$ cat config.mk
export PLATFORM = sky130hd
export DESIGN_NAME = mem_rd_arbiter
export DESIGN_NICKNAME = d
export VERILOG_FILES = /design/src/rtl/mem_rd_arbiter.sv
export SDC_FILE = /design/constraint.sdc
export NUM_CORES = 1
export LEC_CHECK = 0
export ABC_AREA = 1
export CORE_MARGIN = 10
export CORE_UTILIZATION = 34
export CTS_BUF_LIST = sky130_fd_sc_hd__clkbuf_8
export DETAILED_ROUTE_END_ITERATION = 8
export PLACE_DENSITY_LB_ADDON = 0.1
export SYNTH_ARGS = -nofsm -noshare
export SYNTH_HDL_FRONTEND = slang
export SYNTH_SLANG_ARGS = --single-unit
$ cat constraint.sdc
create_clock -name clk -period 4.8 [get_ports clk]
set_input_delay 1.2 -clock clk [delete_from_list [all_inputs] [get_ports clk]]
set_output_delay 1.2 -clock clk [all_outputs]
set_load 0.05 [all_outputs]
$ cat src/rtl/mem_rd_arbiter.sv
// mem_rd_arbiter: round-robin arbiter that shares one burst read port to memory
// between an I-cache and a D-cache requester.
//
// Ports
//   clk, rst                      : clock, synchronous active-high reset
//   from_icache_rd_req_valid/addr : I-cache burst request in
//   to_icache_rd_req_ready        : I-cache request granted this cycle
//   to_icache_rd_rsp_valid/data/last, from_icache_rd_rsp_ready : I-cache response beats
//   from_dcache_* / to_dcache_*   : same set of signals for the D-cache
//   to_mem_rd_req_valid/addr, from_mem_rd_req_ready : request toward memory
//   from_mem_rd_rsp_valid/data/last, to_mem_rd_rsp_ready : response beats from memory
module mem_rd_arbiter #(
  parameter int unsigned ADDR_WIDTH = 32,
  parameter int unsigned DATA_WIDTH = 32
) (
  input  logic                  clk,
  input  logic                  rst,
  input  logic                  from_icache_rd_req_valid,
  input  logic [ADDR_WIDTH-1:0] from_icache_rd_req_addr,
  output logic                  to_icache_rd_req_ready,
  output logic                  to_icache_rd_rsp_valid,
  output logic [DATA_WIDTH-1:0] to_icache_rd_rsp_data,
  output logic                  to_icache_rd_rsp_last,
  input  logic                  from_icache_rd_rsp_ready,
  input  logic                  from_dcache_rd_req_valid,
  input  logic [ADDR_WIDTH-1:0] from_dcache_rd_req_addr,
  output logic                  to_dcache_rd_req_ready,
  output logic                  to_dcache_rd_rsp_valid,
  output logic [DATA_WIDTH-1:0] to_dcache_rd_rsp_data,
  output logic                  to_dcache_rd_rsp_last,
  input  logic                  from_dcache_rd_rsp_ready,
  output logic                  to_mem_rd_req_valid,
  output logic [ADDR_WIDTH-1:0] to_mem_rd_req_addr,
  input  logic                  from_mem_rd_req_ready,
  input  logic                  from_mem_rd_rsp_valid,
  input  logic [DATA_WIDTH-1:0] from_mem_rd_rsp_data,
  input  logic                  from_mem_rd_rsp_last,
  output logic                  to_mem_rd_rsp_ready
);

  typedef enum logic [2:0] {
    S_IDLE    = 3'b001,
    S_MEM_REQ = 3'b010,
    S_RECV    = 3'b100
  } state_t;

  // Requester identity used for both owner and last-grant tracking.
  localparam logic OWNER_I = 1'b0;
  localparam logic OWNER_D = 1'b1;

  state_t                r_state;
  state_t                w_next_state;
  logic                  r_last_grant;
  logic                  w_next_last_grant;
  logic                  r_owner;
  logic                  w_next_owner;
  logic [ADDR_WIDTH-1:0] r_addr;
  logic [ADDR_WIDTH-1:0] w_next_addr;
  logic                  w_grant_d;
  logic                  w_owner_rsp_ready;

  // D-cache wins when alone, or on a tie when the I-cache was granted last.
  assign w_grant_d = from_dcache_rd_req_valid &
                     (~from_icache_rd_req_valid | (r_last_grant == OWNER_I));

  assign w_owner_rsp_ready = (r_owner == OWNER_D) ? from_dcache_rd_rsp_ready
                                                  : from_icache_rd_rsp_ready;

  // State and datapath registers.
  always_ff @(posedge clk) begin
    if (rst) begin
      r_state      <= S_IDLE;
      r_last_grant <= OWNER_D;
      r_owner      <= OWNER_I;
      r_addr       <= '0;
    end else begin
      r_state      <= w_next_state;
      r_last_grant <= w_next_last_grant;
      r_owner      <= w_next_owner;
      r_addr       <= w_next_addr;
    end
  end

  // Next-state and output decode.
  always_comb begin
    w_next_state           = r_state;
    w_next_last_grant      = r_last_grant;
    w_next_owner           = r_owner;
    w_next_addr            = r_addr;
    to_icache_rd_req_ready = 1'b0;
    to_dcache_rd_req_ready = 1'b0;
    to_icache_rd_rsp_valid = 1'b0;
    to_dcache_rd_rsp_valid = 1'b0;
    to_icache_rd_rsp_last  = 1'b0;
    to_dcache_rd_rsp_last  = 1'b0;
    to_icache_rd_rsp_data  = '0;
    to_dcache_rd_rsp_data  = '0;
    to_mem_rd_req_valid    = 1'b0;
    to_mem_rd_req_addr     = r_addr;
    to_mem_rd_rsp_ready    = 1'b0;

    case (r_state)
      S_IDLE: begin
        if (from_icache_rd_req_valid || from_dcache_rd_req_valid) begin
          w_next_state      = S_MEM_REQ;
          w_next_owner      = w_grant_d;
          w_next_last_grant = w_grant_d;
          if (w_grant_d) begin
            w_next_addr            = from_dcache_rd_req_addr;
            to_dcache_rd_req_ready = 1'b1;
          end else begin
            w_next_addr            = from_icache_rd_req_addr;
            to_icache_rd_req_ready = 1'b1;
          end
        end
      end
      S_MEM_REQ: begin
        to_mem_rd_req_valid = 1'b1;
        if (from_mem_rd_req_ready) begin
          w_next_state = S_RECV;
        end
      end
      S_RECV: begin
        to_icache_rd_rsp_data = from_mem_rd_rsp_data;
        to_dcache_rd_rsp_data = from_mem_rd_rsp_data;
        to_mem_rd_rsp_ready   = w_owner_rsp_ready;
        if (r_owner == OWNER_D) begin
          to_dcache_rd_rsp_valid = from_mem_rd_rsp_valid;
          to_dcache_rd_rsp_last  = from_mem_rd_rsp_last;
        end else begin
          to_icache_rd_rsp_valid = from_mem_rd_rsp_valid;
          to_icache_rd_rsp_last  = from_mem_rd_rsp_last;
        end
        if (from_mem_rd_rsp_valid && from_mem_rd_rsp_last && w_owner_rsp_ready) begin
          w_next_state = S_IDLE;
        end
      end
      default: begin
        w_next_state = S_IDLE;
      end
    endcase

    // Reset blanks all handshakes immediately so an aborted burst leaks no beats.
    if (rst) begin
      to_icache_rd_req_ready = 1'b0;
      to_dcache_rd_req_ready = 1'b0;
      to_icache_rd_rsp_valid = 1'b0;
      to_dcache_rd_rsp_valid = 1'b0;
      to_icache_rd_rsp_last  = 1'b0;
      to_dcache_rd_rsp_last  = 1'b0;
      to_icache_rd_rsp_data  = '0;
      to_dcache_rd_rsp_data  = '0;
      to_mem_rd_req_valid    = 1'b0;
      to_mem_rd_rsp_ready    = 1'b0;
    end
  end

endmodule

==> results by group, run 1 <==
Logic synthesis
  – FF+latch count, synth: 37
  – Post-synth EDFFs: 0
  – Most frequent cell after synthesis: nand3_1
  – Syn Inst Count: 339
  – Synth Flop Type: dfxtp_1
  – Mapped Area: 2230 µm²
  – Avg Inst Size Synth: between 6 and 7 µm²
  – Leading area contributor after synthesis: dfxtp_1
  – Post-Syn Nets: 444
  – Ys Warns: 0
  – Yosys top cell area share: between 30 and 40%
  – Post-synthesis sequential area ratio: 33.2%
  – Commonest cells in the netlist: nand3_1, inv_1, dfxtp_1, nor2_1, buf_4
  – Top cells by area in the synthesized netlist: dfxtp_1, nand3_1, buf_4
  – Fraction of registers with async set/reset: 0%
  – Synth unique cells: 21

Clocking
  – Max Buffers Root-to-Sink: 2
  – Post-CTS setup buffers: 0
  – CTS Root Cell: clkbuf_8
  – CTS tree: yes
  – Worst-Skew Late Latency: 290 ps
  – Clk slew on worst S/H paths: 70 ps
  – Post-CTS Resized: 0
  – Htree depth: 2
  – Cts hold-fix bufs: 0
  – Clock buffer count from CTS: 5
  – Clock sinks: 37

STA
  – Final Hold Fails: 0
  – Final number of setup-violating endpoints: 0
  – Slew Limit Fails: 0
  – Setup TNS: 0 ps
  – Min Clock Period, post-route: 4130 ps
  – Fmax: 242 MHz
  – Final hold slack: 474 ps
  – Final period util: 86.1%
  – Relative slew margins: around 10%
  – RSZ-0062 raised after global routing: no
  – Clk_skew: 11.1 ps
  – Slew @ Worst Pin: between 1000 and 1500 ps

Drt
  – DRT iter0 DRCs: 92
  – Drt drc: 0
  – Avg WL per Cell: about 19 µm
  – WL final: between 10 and 15 mm
  – Post-DRT Antenna Nets: 0
  – DR pass1 iterations: 4
  – Vias: 2847
  – Vias per Instance: ~4.9

Run status
  – Outcome: complete, no violations

Power and ir drop
  – P_leak: 0.00210 µW
  – Pwr dens: ~280 nW/µm²
  – Design Power: 1340 µW
  – Peak VDD IR: 0.275 mV

Final layout
  – Final net count: 608
  – Layout cell share with drive strength beyond 1: ~17%
  – Syn-to-layout area delta: 118%
  – Antenna Cells: 0
  – Final Cell Area: 4860 µm²
  – Fillers: 470

Floorplanning
  – Starting Density: 35.2%
  – DIE WIDTH: 101 µm
  – Die height: between 100 and 150 µm
  – Core Rows: 29
  – Area of the core: 6350 µm²
  – Ports: about 210
  – Die ar.: about 10000 µm²

Setup path
  – Type of origin of the critical path: input pin
  – Internal reg-to-reg setup slack: 2900 ps
  – CP endpoint kind: primary output
  – Crit Path Category: in -> out
  – Worst Path Arrival: 2930 ps
  – Worst-path fanout max: 8
  – Reg2reg end: to_mem_rd_req_addr[31]
  – Beginning of the critical path: rst
  – Reg2Reg Depth: 4
  – Worst path required time: 3600 ps
  – Reg2reg start: r_last_grant

Worst hold path
  – Hold Path End: r_last_grant
  – Number of cells on the worst hold path: 2
  – Min-Delay Startpoint: r_last_grant
  – Worst hold path class: reg -> reg

Global route
  – Vias in the first global route: ~2800
  – Tot GR Track Use: 19.9%
  – Met1 GRT Util: 20.9%
  – Initial antenna violation count: 0
  – First-pass GRT wire length: 16.2 mm
  – Remaining global-route overflow: 0
  – M3 GR Usage: 7.68%
  – Largest net degree at the start of global routing: 68
  – Busiest metal layer after global routing: met2
  – Grt met2 use: 36.4%

Placed design
  – Input/output buffers: 208
  – GPL Wtd Cong: 0.811
  – Final HPWL DP: 9.09 mm
  – Area of placed instances: 4780 µm²

Job
  – Max_cap viols: 0
-- per-stage QoR --
stage | cells | utilization (%) | setup slack [ps]
floorplan | 339 | - | 718
global placement | 573 | 75.3 | 681
detailed placement | 573 | 75.3 | 651
CTS | 580 | 76.6 | 655
global route | 580 | 76.6 | 561
finish | 580 | 76.6 | 667
-- worst max-delay path, cell delays in order --
cell             delay [ps]
clkdlybuf4s50_1         550
nor4_1                  310
clkdlybuf4s50_1         860
-- placed cells by master, fill, tap and decap left out, drive strengths merged --
cell / Yosys / layout
clkdlybuf4s50: 0 / 139
nand3: 131 / 131
nand3b: 1 / 1
nor3: 4 / 4
clkbuf: 2 / 5
inv: 45 / 47
nand2: 17 / 17
dfxtp: 37 / 37
clkinv: 1 / 1
a21boi: 1 / 1
buf: 54 / 74
nor2b: 1 / 1
a21oi: 3 / 3
nor2: 39 / 39
nor4: 2 / 2
o21ai: 1 / 1
-- worst max path at each step --
| stage | end | depth (start not counted) |
|---|---|---|
| 2_1_floorplan | to_icache_rd_rsp_last | 2 |
| 3_3_place_gp | to_icache_rd_rsp_valid | 3 |
| 3_5_place_dp | to_icache_rd_rsp_valid | 3 |
| 4_1_cts | to_icache_rd_rsp_valid | 3 |
| 5_1_grt | to_icache_rd_rsp_valid | 3 |
| 6_report | to_icache_rd_rsp_last | 3 |
-- cells by family (layout without fill, tap and decap cells) --
kind of cell	Yosys count	count (layout)	synth area share, %
compound gates	5	5	1.23
flops	37	37	33.2
simple gates	195	195	41.5
buf+inv	102	266	24.1
-- metal layers --
layer	routed length, µm	vias up	share of wire (%)
met5	0	-	0
met4	89	0	0.81
met3	1130	7	10
met2	5660	138	52
met1	4060	1313	37
li1	-	1389	-
-- final cells by class --
cell class	instances	area, µm²	area share (%)
Clock buffer	5	68.8	1.42
Timing Repair Buffer	213	2810	57.8
Tap cell	77	96.3	1.98
Clock inverter	2	12.5	0.257
Sequential cell	37	741	15.2
Inverter	46	173	3.55
Multi-Input combinational cell	200	960	19.7
-- flip-flops by register name, indices dropped and copies added (netlist names) --
register and count:
to_mem_rd_req_addr 32, r_state 3, r_last_grant 1, r_owner 1
-- power by group --
group	switching [µW]	total, µW	internal (µW)
Sequential	38.0	412	374
Clock	110	209	98.5
Combinational	454	723	270
Power figures use the tool's default switching activity.
==> inputs of run 2 (changes only) <==
--- a/config.mk
+++ b/config.mk
@@ -11,6 +11,7 @@
 export CTS_BUF_LIST = sky130_fd_sc_hd__clkbuf_8
 export DETAILED_ROUTE_END_ITERATION = 8
 export PLACE_DENSITY_LB_ADDON = 0.1
+export SLEW_MARGIN = 5
 export SYNTH_ARGS = -nofsm -noshare
 export SYNTH_HDL_FRONTEND = slang
 export SYNTH_SLANG_ARGS = --single-unit
==> constraint.sdc (replaced) <==
create_clock -name clk -period 5.3 [get_ports clk]
set_input_delay 1.325 -clock clk [delete_from_list [all_inputs] [get_ports clk]]
set_output_delay 1.325 -clock clk [all_outputs]
set_load 0.05 [all_outputs]
==> results by group, run 2 (synthesis gave the netlist of run 1 again) <==
STA
  – Setup TNS: 0 ps
  – Clk_skew: 14.1 ps
  – Fmax: 224 MHz
  – RSZ-0062 raised after global routing: no
  – Final Hold Fails: 0
  – Slew Limit Fails: 0
  – Slew @ Worst Pin: 774 ps
  – Final period util: between 80% and 90%
  – Relative slew margins: 48.3%
  – Min Clock Period, post-route: 4470 ps
  – Final number of setup-violating endpoints: 0

Global route
  – Tot GR Track Use: 20.0%
  – First-pass GRT wire length: between 15 and 20 mm
  – Initial antenna violation count: 0
  – Vias in the first global route: 2818
  – Largest net degree at the start of global routing: 57
  – Remaining global-route overflow: 0

Floorplanning
  – Core Rows: 29
  – Die height: 101 µm
  – DIE WIDTH: 101 µm
  – Starting Density: a little over a third
  – Die ar.: ~10000 µm²
  – Ports: roughly 210
  – Area of the core: 6350 µm²

Power and ir drop
  – Pwr dens: about 270 nW/µm²
  – Switch share: 41.6%
  – Comb pwr share: 49.1%
  – Int Power: about 770 µW
  – Switching pwr: 547 µW
  – Peak VDD IR: 0.269 mV
  – P_leak: 0.00211 µW
  – Clock share of power: 22.5%
  – Reg power frac: between 20% and 30%

Setup path
  – Worst Path Arrival: approximately 3100 ps
  – Worst-path fanout max: 8
  – Crit Path Category: in -> out
  – Worst path required time: 3970 ps
  – Type of origin of the critical path: input pin
  – CP endpoint kind: primary output

Clocking
  – CTS Root Cell: clkbuf_8
  – Worst-Skew Late Latency: 300 ps
  – Post-CTS Resized: 0
  – Clock sinks: 37
  – Cts hold-fix bufs: 0
  – Max Buffers Root-to-Sink: 2
  – Clock buffer count from CTS: 5
  – Htree depth: 2
  – CTS tree: yes
  – Clk slew on worst S/H paths: approximately 80 ps
  – Post-CTS setup buffers: 0

Final layout
  – Commonest non-fill, non-tap cells in the layout: clkdlybuf4s50_1, nand3_1, buf_12
  – Layout cell share with drive strength beyond 1: 17.5%
  – Most common cell after layout, fill and taps aside: clkdlybuf4s50_1
  – Largest register FFs: 32
  – Final net count: 607
  – Syn-to-layout area delta: 118%
  – Non-filler cells, final: 580
  – Antenna Cells: 0

Drt
  – Vias per Instance: about 4.9
  – Drt drc: 0
  – DR pass1 iterations: 4
  – DRT iter0 DRCs: 102
  – Avg WL per Cell: approximately 19 µm
  – Post-DRT Antenna Nets: 0
  – Vias: around 2800
  – WL final: 10.8 mm

Placed design
  – GPL Wtd Cong: 0.809
  – Placed cells: 572
  – Final HPWL DP: approximately 9 mm
  – Input/output buffers: 208

Run status
  – Outcome: complete, no violations

Job
  – Max_cap viols: 0

Worst hold path
  – Worst hold path class: reg -> reg
[run 2: changes by cell type in the layout (fill, tap and decap cells not counted), sizes merged]
cell,before,now
buf,74,73
bufinv,0,2
clkinv,1,0
[run 2: final timing paths]
path         slack [ps]         start  cells past startpoint                      to
max                 830           rst                      3  to_icache_rd_rsp_valid
min                 470  r_last_grant                      2            r_last_grant
max reg2reg        3820  r_last_grant                      5  to_mem_rd_req_addr[28]
min reg2reg         470  r_last_grant                      2            r_last_grant
[run 2: layer usage]
layer  wire length [µm]  vias up  track usage (%)
met2               5510      136             35.5
met1               4000     1301             21.2
met4                 91        0             4.07
met5                  0        -                0
li1                   -     1395                -
met3               1230        9             8.92
[run 2: power groups by stage]
stage | logic (µW) | registers, µW | clock network [µW]
3_3_place_gp | 643 | 374 | 0
4_1_cts | 652 | 372 | 304
2_1_floorplan | 211 | 554 | 0
5_1_grt | 684 | 379 | 312
3_5_place_dp | 650 | 378 | 0
6_report | 645 | 372 | 296
[run 2: critical path, stage by stage]
cell	delay, ps
clkdlybuf4s50_1	570
nor4_1	360
clkdlybuf4s50_1	880
[run 2: layout make-up]
| cell class | instances | area, µm² |
|---|---|---|
| inverter | 46 | 173 |
| clock buffer | 5 | 68.8 |
| multi-input combinational | 200 | 965 |
| clock inverter | 3 | 68.8 |
| timing repair buffer | 212 | 2770 |
| tap | 77 | 96.3 |
| fill | 491 | 1470 |
| sequential | 37 | 741 |
[run 2: stage by stage]
step	total power (µW)	utilization, %	instance area, µm²	worst slack (ps)	hold WS, ps
after floorplan	765	-	2230	968	431
after global placement	1020	74.6	4730	930	445
after detailed placement	1030	74.6	4730	867	451
after CTS	1330	76.7	4870	861	472
after global routing	1380	76.8	4880	740	533
final	1310	76.8	4880	830	474
==> inputs of run 3 (changes only) <==
--- a/config.mk
+++ b/config.mk
@@ -7,7 +7,7 @@
 export LEC_CHECK = 0
 export ABC_AREA = 1
 export CORE_MARGIN = 10
-export CORE_UTILIZATION = 34
+export CORE_UTILIZATION = 31
 export CTS_BUF_LIST = sky130_fd_sc_hd__clkbuf_8
 export DETAILED_ROUTE_END_ITERATION = 8
 export PLACE_DENSITY_LB_ADDON = 0.1
==> constraint.sdc (replaced) <==
create_clock -name clk -period 4.3 [get_ports clk]
set_input_delay 1.075 -clock clk [delete_from_list [all_inputs] [get_ports clk]]
set_output_delay 1.075 -clock clk [all_outputs]
set_load 0.05 [all_outputs]
==> results by group, run 3 (synthesis gave the netlist of run 1 again) <==
Final layout
  – Largest register FFs: 32
  – Commonest non-fill, non-tap cells in the layout: clkdlybuf4s50_1, nand3_1, buf_12
  – Antenna Cells: 0
  – Most common cell after layout, fill and taps aside: clkdlybuf4s50_1
  – Syn-to-layout area delta: 120%
  – Final net count: just over 600
  – Layout cell share with drive strength beyond 1: 18.2%
  – Fillers: 570

Power and ir drop
  – Peak VDD IR: 0.233 mV
  – Comb pwr share: 51.5%
  – Clock share of power: roughly a fifth
  – Pwr dens: 318 nW/µm²
  – Reg power frac: 29.2%
  – Switching pwr: 671 µW
  – Switch share: 42.9%
  – Int Power: 893 µW
  – Design Power: 1560 µW
  – P_leak: 0.00212 µW

Placed design
  – GPL Wtd Cong: 0.763
  – Input/output buffers: 208
  – Final HPWL DP: 8.95 mm

Global route
  – Vias in the first global route: 2738
  – Remaining global-route overflow: 0
  – Initial antenna violation count: 0
  – Tot GR Track Use: 18.1%
  – Largest net degree at the start of global routing: 67
  – First-pass GRT wire length: around 16 mm

Setup path
  – CP delay by family, top: buffers and inverters
  – Reg2Reg Depth: 5
  – Crit path depth: 6
  – Worst stage delay on the critical path: 580 ps
  – Worst-path fanout max: 33
  – CP endpoint kind: primary output
  – Worst path required time: approximately 3200 ps
  – Worst Path Arrival: 2690 ps
  – Type of origin of the critical path: input pin
  – WP buf/inv: 4
  – Crit path cell chain: clkdlybuf4s50_1 -> inv_2 -> nand2_1 -> buf_4 -> nor2_1 -> buf_12
  – CP max stage cell: clkdlybuf4s50_1
  – Crit Path Category: in -> out

Floorplanning
  – Starting Density: 32.3%
  – Die height: around 100 µm
  – DIE WIDTH: 105 µm
  – Die ar.: ~11000 µm²
  – Ports: roughly 210
  – Core Rows: 30
  – Area of the core: 6910 µm²

STA
  – Setup TNS: 0 ps
  – Slew @ Worst Pin: roughly 640 ps
  – Final period util: 87.5%
  – Min Clock Period, post-route: 3760 ps
  – Final number of setup-violating endpoints: 0
  – Fmax: 266 MHz
  – Slew Limit Fails: 0
  – Clk_skew: 15.0 ps
  – Final Hold Fails: 0
  – Relative slew margins: 57.0%
  – RSZ-0062 raised after global routing: no

Clocking
  – Htree depth: 2
  – Worst-Skew Late Latency: 290 ps
  – Clock sinks: 37
  – Max Buffers Root-to-Sink: 2
  – Clock buffer count from CTS: 5
  – CTS Root Cell: clkbuf_8
  – Post-CTS setup buffers: 0
  – CTS tree: yes
  – Post-CTS Resized: 0
  – Cts hold-fix bufs: 0
  – Clk slew on worst S/H paths: 80 ps

Run status
  – Outcome: complete, no violations

Drt
  – Vias: 2799
  – DR pass1 iterations: 4
  – DRT iter0 DRCs: 116
  – Post-DRT Antenna Nets: 0
  – WL final: between 10 and 15 mm
  – Vias per Instance: 4.66
  – Drt drc: 0
  – Avg WL per Cell: around 18 µm

Job
  – Max_cap viols: 0

Worst hold path
  – Worst hold path class: reg -> reg
  – Number of cells on the worst hold path: 2
## run 3: metal layers
metal	vias to the layer above	track usage, %	part of all wire, %	routed length, µm
met5	-	0	0	0
met4	0	2.35	0.37	39
met3	4	6.51	8.7	925
met2	129	33.4	52	5560
met1	1269	19.7	39	4150
li1	1397	-	-	-
## run 3: cell type report
cell class	count	area [µm²]	share of cell area [%]
clock buffers	5	68.8	1.40
clock inverters	3	43.8	0.890
inverters	46	173	3.51
multi-input cells	200	960	19.5
flip-flops and latches	37	741	15.1
well taps	96	120	2.44
repair buffers	214	2810	57.2
## run 3: worst paths after layout
| check | endpoint | slack [ps] | startpoint |
|---|---|---|---|
| setup / recovery | to_dcache_rd_rsp_data[19] | 540 | rst |
| hold / removal | r_last_grant | 490 | r_last_grant |
| setup reg to reg | to_mem_rd_req_addr[17] | 2760 | r_last_grant |
| hold reg to reg | r_last_grant | 490 | r_last_grant |
## run 3: worst register-to-register path, cell delays in order (launching register included)
cell	delay, ps
dfxtp_1	340
a21boi_1	100
nor2_2	450
buf_4	360
nand3_1	120
nand3_1	110
## run 3: power by group through the flow
stage / clock network (µW) / registers [µW] / logic, µW
5_1_grt: 325 / 466 / 852
2_1_floorplan: 0 / 683 / 260
6_report: 302 / 456 / 805
3_5_place_dp: 0 / 465 / 812
4_1_cts: 310 / 457 / 814
3_3_place_gp: 0 / 461 / 806
## run 3: per-stage QoR
step / hold slack [ps] / std cells / setup slack (ps) / utilization (%) / cell area [µm²]
final: 486 / 601 / 540 / 71.2 / 4920
after global routing: 508 / 601 / 443 / 71.2 / 4920
after CTS: 493 / 601 / 539 / 71.2 / 4920
after detailed placement: 472 / 593 / 529 / 69.6 / 4810
after global placement: 453 / 593 / 537 / 69.6 / 4810
after floorplan: 431 / 339 / 468 / - / 2230
